<file path="config.mk">
export PLATFORM = sky130hd
export DESIGN_NAME = dino_sprite_engine
export DESIGN_NICKNAME = d
export VERILOG_FILES = /design/src/rtl/dino_sprite_engine.sv
export SDC_FILE = /design/constraint.sdc
export NUM_CORES = 1
export LEC_CHECK = 0
export CAP_MARGIN = 10
export CORE_UTILIZATION = 46
export CTS_BUF_LIST = sky130_fd_sc_hd__clkbuf_4 sky130_fd_sc_hd__clkbuf_8
export CTS_CLUSTER_DIAMETER = 120
export DETAILED_ROUTE_END_ITERATION = 8
export HOLD_SLACK_MARGIN = 0.03
export PLACE_DENSITY = 0.79
export RECOVER_POWER = 100
export SLEW_MARGIN = 20
export SYNTH_ARGS = -nofsm -noshare
export SYNTH_HDL_FRONTEND = slang
export SYNTH_SLANG_ARGS = --single-unit
</file>
<file path="constraint.sdc">
create_clock -name clk -period 3.7 [get_ports clk]
set_input_delay 0.925 -clock clk [delete_from_list [all_inputs] [get_ports clk]]
set_output_delay 0.925 -clock clk [all_outputs]
set_load 0.03 [all_outputs]
</file>
<file path="src/rtl/dino_sprite_engine.sv">
// Player sprite engine: jump trajectory FSM, run animation and raster-driven
// sprite-ROM addressing with a 3-clock pixel pipeline.
module dino_sprite_engine #(
  parameter int SPR_W      = 32,
  parameter int SPR_H      = 72,
  parameter int NUM_FRAMES = 2,
  parameter int JUMP_FRAME = 0,
  parameter int BASE_X     = 160,
  parameter int GROUND_Y   = 160,
  parameter int JUMP_H     = 64,
  parameter int JUMP_STEP  = 4,
  parameter int HOLD_TICKS = 6,
  parameter int ANIM_TICKS = 8,
  parameter int ADDR_W     = $clog2(NUM_FRAMES*SPR_W*SPR_H)
) (
  input  logic              clk,
  input  logic              rst,
  input  logic [10:0]       hor_reg,
  input  logic [9:0]        ver_reg,
  input  logic              frame_tick,
  input  logic              SpaceFlag,
  input  logic              breakGameFlag,
  output logic [ADDR_W-1:0] rom_addr,
  input  logic              rom_data,
  output logic              q,
  output logic              airborne,
  output logic [12:0]       DinoPosHorFrom,
  output logic [12:0]       DinoPosHorTo,
  output logic [12:0]       DinoPosVerFrom,
  output logic [12:0]       DinoPosVerTo
);

  localparam int FRAME_SZ = SPR_W * SPR_H;
  localparam int FS_W     = (NUM_FRAMES > 1) ? $clog2(NUM_FRAMES) : 1;
  localparam int HC_W     = $clog2(HOLD_TICKS + 1);
  localparam int AC_W     = $clog2(ANIM_TICKS + 1);
  localparam logic [12:0] X_LO = 13'(BASE_X);
  localparam logic [12:0] X_HI = 13'(BASE_X + SPR_W - 1);

  typedef enum logic [1:0] {ST_GROUND, ST_RISE, ST_HOLD, ST_FALL} state_t;

  state_t            state_q;
  logic [12:0]       y_off_q;
  logic [HC_W-1:0]   hold_cnt_q;
  logic [AC_W-1:0]   anim_cnt_q;
  logic [FS_W-1:0]   frame_sel_q;
  logic              jump_pend_q;
  logic              airborne_q;

  logic              advance;
  logic [13:0]       y_sum;
  logic [12:0]       top;
  logic [12:0]       bot;

  assign advance = frame_tick & ~breakGameFlag;
  assign y_sum   = {1'b0, y_off_q} + 14'(JUMP_STEP);
  assign top     = 13'(GROUND_Y) - y_off_q;
  assign bot     = top + 13'(SPR_H - 1);

  always_ff @(posedge clk) begin
    if (rst) begin
      state_q     <= ST_GROUND;
      y_off_q     <= '0;
      hold_cnt_q  <= '0;
      anim_cnt_q  <= '0;
      frame_sel_q <= '0;
      jump_pend_q <= 1'b0;
      airborne_q  <= 1'b0;
    end else begin
      if (state_q == ST_GROUND && SpaceFlag) jump_pend_q <= 1'b1;
      if (advance) begin
        unique case (state_q)
          ST_GROUND: begin
            if (jump_pend_q || SpaceFlag) begin
              state_q     <= ST_RISE;
              y_off_q     <= 13'(JUMP_STEP);
              jump_pend_q <= 1'b0;
              airborne_q  <= 1'b1;
            end else if (anim_cnt_q == AC_W'(ANIM_TICKS - 1)) begin
              anim_cnt_q  <= '0;
              frame_sel_q <= (frame_sel_q == FS_W'(NUM_FRAMES - 1)) ? '0
                                                                    : frame_sel_q + FS_W'(1);
            end else begin
              anim_cnt_q <= anim_cnt_q + AC_W'(1);
            end
          end
          ST_RISE: begin
            if (y_sum >= 14'(JUMP_H)) begin
              y_off_q    <= 13'(JUMP_H);
              hold_cnt_q <= '0;
              state_q    <= ST_HOLD;
            end else begin
              y_off_q <= y_sum[12:0];
            end
          end
          ST_HOLD: begin
            // Exit on the tick that finds the count already at its last value,
            // so the peak is held for HOLD_TICKS full ticks.
            hold_cnt_q <= hold_cnt_q + HC_W'(1);
            if (hold_cnt_q == HC_W'(HOLD_TICKS - 1)) state_q <= ST_FALL;
          end
          ST_FALL: begin
            if (y_off_q <= 13'(JUMP_STEP)) begin
              y_off_q    <= '0;
              state_q    <= ST_GROUND;
              airborne_q <= 1'b0;
            end else begin
              y_off_q <= y_off_q - 13'(JUMP_STEP);
            end
          end
          default: state_q <= ST_GROUND;
        endcase
      end
    end
  end

  logic [FS_W-1:0]   frame_sel;
  logic [12:0]       hor_ext;
  logic [12:0]       ver_ext;
  logic [12:0]       dv;
  logic [12:0]       dh;
  logic              hit_d;
  logic [ADDR_W-1:0] rom_addr_d;

  logic              hit_d1_q;
  logic              hit_d2_q;
  logic [ADDR_W-1:0] rom_addr_q;
  logic              q_q;

  assign frame_sel = airborne_q ? FS_W'(JUMP_FRAME) : frame_sel_q;
  assign hor_ext   = {2'b00, hor_reg};
  assign ver_ext   = {3'b000, ver_reg};
  assign dv        = ver_ext - top;
  assign dh        = hor_ext - X_LO;

  always_comb begin
    hit_d      = (hor_ext >= X_LO) && (hor_ext <= X_HI) &&
                 (ver_ext >= top)  && (ver_ext <= bot);
    rom_addr_d = '0;
    if (hit_d)
      rom_addr_d = ADDR_W'(32'(frame_sel) * 32'(FRAME_SZ) +
                           32'(dv) * 32'(SPR_W) + 32'(dh));
  end

  always_ff @(posedge clk) begin
    if (rst) begin
      hit_d1_q   <= 1'b0;
      hit_d2_q   <= 1'b0;
      rom_addr_q <= '0;
      q_q        <= 1'b0;
    end else begin
      hit_d1_q   <= hit_d;
      rom_addr_q <= rom_addr_d;
      hit_d2_q   <= hit_d1_q;
      q_q        <= rom_data & hit_d2_q;
    end
  end

  assign rom_addr       = rom_addr_q;
  assign q              = q_q;
  assign airborne       = airborne_q;
  assign DinoPosHorFrom = X_LO;
  assign DinoPosHorTo   = X_HI;
  assign DinoPosVerFrom = top;
  assign DinoPosVerTo   = bot;

endmodule

</file>
==> results.cfg, run 1 <==
[run_status]
run_status = finished, final reports clean

[power]
internal-power_mw = 0.8514
p_comb_frac = 0.374
leakagePower_nw = 2.104
swShare = 0.3401
power_per_cell_area_nw_per_um2 = 276.5
netSwitchingPower_mw = 0.4388
seqPwrFrac = 0.333
power_mw = 1.290
clkPwrFrac = 0.293
irDropWorstVdd_mv = 0.2068

[worst_setup_path]
cpLargestDelayFamily = adder cells
ff2ff_path_depth = 15
crit_chain = clkdlybuf4s50_1 > ha_1 > or3_1 > nand2_1 > fa_1 > inv_1 > ha_1 > a211oi_2 > o21bai_1 > a21oi_2 > xnor2_1 > xnor2_1 > nor3_2
cp_num_buf_inv = 2
crit_path_end_kind = flip-flop
start_kind = primary input
critical_path_class = primary input to flip-flop
crit_cells = 13
cpPeakStageDelay_ps = 450
cp.required_ps = 3890
crit_fanout = 3
worstPathArrival_ps = 3760
crit_slowest_cell = clkdlybuf4s50_1

[routing]
drt_iter0_drc = 221
post_drt_wl_per_cell_um = 13.54
drt-vias-per-instance = 5.289
drtPass1Iterations = 4
drtAntennaViolNets = 0
drc_errors = 0
vias = 3364
drt-total-wl_um = 8613

[layout]
diodes = 0
layout.nets = 611
fill_cells = 613
final_util = 0.6300
fin_area_sq_um = 4667
areaGrowthSynthToFinish_pct = 29.33
drive_gt1_frac = 0.1508

[global_route]
antenna_found_initial = 0
grt_max_degree = 24
grt_pass1_wl_um = 14190
grt_pass1_vias = 3058
overflow = 0
grt_use_total = 0.2088

[timing]
finalSetupViolCount = 0
fmax_mhz = 280.2
final.period_utilization = 0.9645
max_slew.worst_pin.slew_ps = 1035
finClkSkew_ps = 2.648
hold_viol_final = 0
relSlewSlack = 0.3097
final_max_slew_viol_count = 0
holdWs_ps = 460.3
min_period_ps = 3569

[synth]
synth_top_area_share = 0.2164
synthesis.area_sq_um = 3608
ys_types = 60
yosys-top-cells-area = dfxtp_1 (22%), ha_1 (16%), buf_4 (6.4%)
ys_seq_area_frac = 0.2164
synth_edf_count = 0
synth_warnings = 0
ys_top_cells_by_count = ha_1 (45), dfxtp_1 (39), nor2_1 (35), inv_1 (33), buf_4 (31)
synthCells = 446
yosysTopAreaCell = dfxtp_1
synth_area_per_cell_sq_um = 8.091
synth_seq_cells = 39
synthArstFlopShare = 0
yosysMostFrequentCell = ha_1
synthFlopType = dfxtp_1

[die]
die_h_um = 90.57
die_w_um = 90.57
initial_core_util = 0.4871
rows = 31
coreArea_sq_um = 7408
dieArea_sq_um = 8203
io_pins = 94

[run]
drv_cap = 0

[cts]
clock_latency_ps = 290
cts.sinks = 39
numCtsBuffers = 5
cts_tree = done
htreeDepth = 2
clk_pin_slew_ps = 90
cts-root-buf = clkbuf_8
clk_path_buf_depth = 2

[place]
place_hpwl_um = 6917
gp_congestion = 0.8791
io_buffers = 63
post_dp_cell_area_sq_um = 4511

[min_path]
hp-class = flip-flop to flip-flop
whs_path_depth = 1
layer usage:
metal  share of wire  wire length [um]  global-route usage
met1            0.45              3889              0.2770
met2            0.48              4161              0.3516
met3           0.050               433             0.02946
met4           0.015               127             0.05645
met5               0                 0                   0
path summary, 6_finish.rpt:
kind	endpoint	slack, ps	from
max	rom_addr[12]$_SDFF_PP0_	130	ver_reg[3]
min	q$_SDFF_PP0_	460	hit_d2_q$_SDFF_PP0_
max reg2reg	rom_addr[12]$_SDFF_PP0_	250	y_off_q[2]$_SDFFE_PP0P_
min reg2reg	q$_SDFF_PP0_	460	hit_d2_q$_SDFF_PP0_
per-stage QoR:
stage	instances	setup WS [ps]	setup TNS, ps
after floorplan	475	50.54	0
after global placement	627	-263.0	-404.9
after detailed placement	627	-379.5	-610.9
after CTS	635	20.98	0
after global routing	636	-1.621	-1.621
final	636	131.2	0
flip-flops by register name (all words and copies together) (netlist names), 2 cells and up:
register / flops
anim_cnt_q: 4
state_q: 2
hold_cnt_q: 3
y_off_q: 11
rom_addr: 13
repair_timing:
action / 4_1_cts / 5_1_grt
hold buffers: 0 / 0
gates resized for setup: 5 / 10
setup buffers: 0 / 1
setup endpoints to repair: 6 / 19
pin swaps: 0 / 5
area by class of cell:
| type | count | area, sq um | area share |
|---|---|---|---|
| timing repair buffer | 102 | 909.6 | 0.1949 |
| clock inverter | 3 | 47.55 | 0.01019 |
| multi-input combinational | 353 | 2596 | 0.5563 |
| inverter | 35 | 135.1 | 0.02895 |
| tap | 99 | 123.9 | 0.02654 |
| clock buffer | 5 | 68.82 | 0.01475 |
| sequential | 39 | 785.8 | 0.1684 |
cell usage in the layout (no fill, tap or decap), types with 5 or more instances in the layout:
master / count
conb_1: 31
a21oi_1: 27
nor3b_2: 5
nor3_1: 12
clkbuf_8: 5
nand4_1: 6
clkdlybuf4s50_1: 30
inv_1: 31
dlygate4sd3_1: 27
buf_4: 38
o21ai_0: 20
nand3_1: 12
nor2_1: 35
xor2_1: 10
nor2b_1: 6
nand2_1: 26
dfxtp_1: 37
xnor2_1: 21
nor4_1: 5
nor3_2: 6
ha_1: 41
cell families (layout without fill, tap and decap cells):
logic type | count (synthesis) | count (layout) | share of synthesized area
and+or+nand+nor | 143 | 143 | 0.2226
AOI/OAI and AO/OA | 91 | 91 | 0.1592
buffers and inverters | 83 | 145 | 0.1269
adders and majority gates | 48 | 48 | 0.1727
DFF | 39 | 39 | 0.2164
xor gates and xnor gates | 37 | 37 | 0.09189
muxes | 3 | 3 | 0.008322
other | 2 | 31 | 0.002081
power by group through the flow:
stage          clock (mW)  sequential [mW]  combinational [mW]
2_1_floorplan           0            0.442               0.324
3_3_place_gp            0            0.439               0.458
3_5_place_dp            0            0.440               0.472
4_1_cts             0.392            0.430               0.480
5_1_grt             0.406            0.431               0.529
6_report            0.378            0.430               0.482
(Power assumes the default switching activity.)
==> inputs of run 2 (changes only) <==
HOLD_SLACK_MARGIN = not set   (was 0.03)
==> results of run 2 <==
Same layout as run 1: the final DEF is identical, and so are final timing and power.
==> inputs of run 3 (changes only) <==
CORE_ASPECT_RATIO = 0.5   (was not set)
==> run 3 against run 2 <==
Count of clock-buffer cells in the layout is the same. Sequential share of layout area grew 0.068 points. Power shrank 0.42%. Highest routed layer unchanged. Clock skew grew 12 ps. Non-clock buffer count is the same. Flip-flop and latch count is the same. Worst hold slack lost 11 ps. Critical path depth shrank 6. Setup slack gained 31 ps. Fmax grew 0.87%. Sequential power is essentially flat.
==> results.cfg, run 3 (synthesis results as in run 1) <==
[place]
post_dp_cell_area_sq_um = 4536
gp_congestion = 0.8717
io_buffers = 63
place_hpwl_um = 6494
place_worst_setup_slack_ps = -324.2
dp.cells = 637

[power]
leakagePower_nw = 2.074
irDropWorstVdd_mv = 0.1631
power_per_cell_area_nw_per_um2 = 276.4
power_mw = 1.285

[die]
dieArea_sq_um = 8224
io_pins = 94
die_h_um = 64.63
die_w_um = 127.3
rows = 22
initial_core_util = 0.4837
coreArea_sq_um = 7460

[timing]
finalSetupViolCount = 0
min_period_ps = 3538
fin_ws_ps = 162.1
fmax_mhz = 282.7
max_slew.worst_pin.slew_ps = 1023
relSlewSlack = 0.3177
holdWs_ps = 449.6
hold_viol_final = 0
final_max_slew_viol_count = 0
finClkSkew_ps = 14.25
final.period_utilization = 0.9562
rsz0062_at_grt = false
fin_setup_tns_ps = 0

[cts]
htreeDepth = 2
cts-root-buf = clkbuf_8
clock_latency_ps = 310
cts_tree = done
clk_path_buf_depth = 2
clk_pin_slew_ps = 90
numCtsBuffers = 5
cts.sinks = 39

[routing]
vias = 3301
drt-vias-per-instance = 5.118
post_drt_wl_per_cell_um = 12.56
drtPass1Iterations = 4
drt-total-wl_um = 8099
drtAntennaViolNets = 0
drt_iter0_drc = 186
drc_errors = 0

[global_route]
grt_pass1_wl_um = 13940
grt_max_degree = 24
overflow = 0
grt_use_total = 0.2093
antenna_found_initial = 0
grt_pass1_vias = 3147

[worst_setup_path]
crit_fanout = 6
cp.required_ps = 2770
crit_slowest_cell = clkdlybuf4s50_1
cpPeakStageDelay_ps = 750
critical_path_class = flip-flop to output pin
crit_path_end_kind = output pin
worstPathArrival_ps = 2610
start_kind = flip-flop
crit_chain = clkinvlp_4 > ha_4 > nor2b_4 > buf_4 > o2111ai_2 > xor2_1 > clkdlybuf4s50_1

[layout]
largest_reg_flops = 13
layout_common_cells = ha_1 (42), dfxtp_1 (37), nor2_1 (35), buf_4 (34), dlygate4sd3_1 (32)
stdcell_count = 645
areaGrowthSynthToFinish_pct = 28.81
layout_commonest_cell = ha_1
fill_cells = 640
diodes = 0
layout.nets = 611
drive_gt1_frac = 0.1453
final_util = 0.6231
fin_area_sq_um = 4648

[run]
drv_cap = 0

[min_path]
hp-class = flip-flop to flip-flop

[run_status]
run_status = finished, final reports clean
[run 3: repair_timing]
action / 4_1_cts / 5_1_grt
setup buffers: 0 / 0
pin swaps: 0 / 2
gates resized for setup: 4 / 9
hold buffers: 0 / 0
endpoints found under the setup margin: 8 / 19
[run 3: area by class of cell]
class                      instances  area (sq um)  share of cell area
inverter                          35         135.1             0.02907
tap                              108         135.1             0.02907
timing repair buffer             102         889.6              0.1914
multi-input combinational        353          2587              0.5567
clock inverter                     3         46.29            0.009960
clock buffer                       5         68.82             0.01480
sequential                        39         785.8              0.1690
[run 3: report_power, final]
part,switching (mW),internal [mW],total (mW),leakage [nW]
Clock,0.175,0.203,0.378,0.0548
Combinational,0.256,0.221,0.477,1.70
Sequential,0.00500,0.425,0.430,0.316
[run 3: worst max-delay path: cells and delay by family, from the launching register on]
kind,cells,cell delay [ps]
xor+xnor,1,370
compound gates,1,190
simple gates,1,130
flops,1,370
buf+inv,3,1040
fa+ha+maj,1,200
[run 3: per-layer routing]
metal | vias to the layer above | GRT usage | part of all wire
met5 | - | 0 | 0
met4 | 0 | 0.06101 | 0.015
met3 | 14 | 0.03716 | 0.048
met2 | 93 | 0.3757 | 0.46
met1 | 1522 | 0.2583 | 0.47
li1 | 1672 | - | -
[run 3: final timing paths]
kind	start	endpoint	slack, ps	cells past startpoint
max reg2reg	y_off_q[2]$_SDFFE_PP0P_	rom_addr[5]$_SDFF_PP0_	260	16
min reg2reg	hit_d1_q$_SDFF_PP0_	hit_d2_q$_SDFF_PP0_	450	1
max	y_off_q[2]$_SDFFE_PP0P_	DinoPosVerFrom[12]	160	7
min	hit_d1_q$_SDFF_PP0_	hit_d2_q$_SDFF_PP0_	450	1
==> edit (flow settings as in run 3) <==
Encoding of `state_t`: now one-hot (4 bits for 4 states).
--- a/src/rtl/dino_sprite_engine.sv
+++ b/src/rtl/dino_sprite_engine.sv
@@ -38,5 +38,5 @@
   localparam logic [12:0] X_HI = 13'(BASE_X + SPR_W - 1);
 
-  typedef enum logic [1:0] {ST_GROUND, ST_RISE, ST_HOLD, ST_FALL} state_t;
+  typedef enum logic [3:0] {ST_GROUND = 4'b0001, ST_RISE = 4'b0010, ST_HOLD = 4'b0100, ST_FALL = 4'b1000} state_t;
 
   state_t            state_q;
Function: same outputs for any inputs over 10 cycles, from zero or initial values and one cycle with rst high; not proved beyond that.
==> edit against run 3 <==
Final area increased by 0.19%; highest routed layer unchanged; sequential cell count increased by 2; wire length grew 7.9%; synthesized cell count rose by 1.3%; first-iteration DRC count is 37% higher; setup slack worse by 0.027 ns; critical path type is now in -> reg; area after synthesis rose by 0.76%; hold slack better by 0.0095 ns; combinational power about the same; power grew 2.2%; largest cell class unchanged.
==> edit: results (changes against run 3) <==
| Metric | Value |
|---|---|
| Largest net degree at the start of global routing | 23 (was 24) |
| Critical-path top delay cell | fa_1 (was clkdlybuf4s50_1) |
| Non-Clock Buffer Count | 91 (was 102) |
| Unique masters post-synth | 62 (was 60) |
| Seq Cell Count | 41 (was 39) |
| Die Span X | 128 um (was 127 um) |
| Drt wl/cell | 13.7 um (was 12.6 um) |
| Dpl cell area | 4450 sq um (was 4540 sq um) |
| Non-clock buffer share | 17.2% (was 19.1%) |
| Critical Path AT | 3.77 ns (was 2.61 ns) |
| Synth Area in Adders | 15.0% (was 17.3%) |
| First-pass GRT wire length | 13700 um (was 13900 um) |
| Sw power | 0.000430 W (was 0.000436 W) |
| PwrDens | 282 nW/um^2 (was 276 nW/um^2) |
| Post-CTS sizing | 0 (was 4) |
| HP Start | hit_d2_q (was hit_d1_q) |
| Slew HR | 23.6% (was 31.8%) |
| Outcome | finished, final reports clean (unchanged) |
| Crit-path max FO | 4 (was 6) |
| Final Wtd Congestion | 0.865 (was 0.872) |
| Mux cell area share after synthesis | 0.310% (was 0.832%) |
| Fraction of area in multi-input gates | 57.0% (was 55.7%) |
| Total wire length | 8740 um (was 8100 um) |
| # fillers | 666 (was 640) |
| Crit path largest cell delay | 0.54 ns (was 0.75 ns) |
| Peak supply drop | 0.161 mV (was 0.163 mV) |
| Compound-Gate Fraction of Synth Area | 18.7% (was 15.9%) |
| Total global-route track usage | 21.2% (was 20.9%) |
| 1st-iter DRT viols | 255 (was 186) |
| Syn_area_per_cell | 8.04 sq um (was 8.09 sq um) |
| Via Count | 3400 (was 3301) |
==> edit: routing by layer <==
metal	global-route usage, %	part of all wire (%)	vias to the layer above
li1	-	-	1681
met1	27.0	45	1551
met2	35.9	45	150
met3	4.46	7.3	18
met4	7.06	2.3	0
met5	0	0	-
==> edit: per-stage QoR <==
| stage | hold slack (ns) | setup WS, ns | TNS (ns) | utilization [%] |
|---|---|---|---|---|
| 3_3_place_gp | 0.430 | -0.250 | -0.360 | 59.5 |
| 6_report | 0.459 | 0.135 | 0 | 62.2 |
| 3_5_place_dp | 0.447 | -0.285 | -0.424 | 59.5 |
| 5_1_grt | 0.482 | -0.0539 | -0.0539 | 62.2 |
| 4_1_cts | 0.467 | -0.00198 | -0.00198 | 61.0 |
| 2_1_floorplan | 0.414 | -0.0353 | -0.0353 | - |
==> edit: worst max-delay path: cells and delay by family <==
kind,cells,cell delay [ns]
fa+ha+maj,3,1.07
compound gates,4,0.63
buf+inv,2,0.56
xor+xnor,3,0.42
simple gates,1,0.16
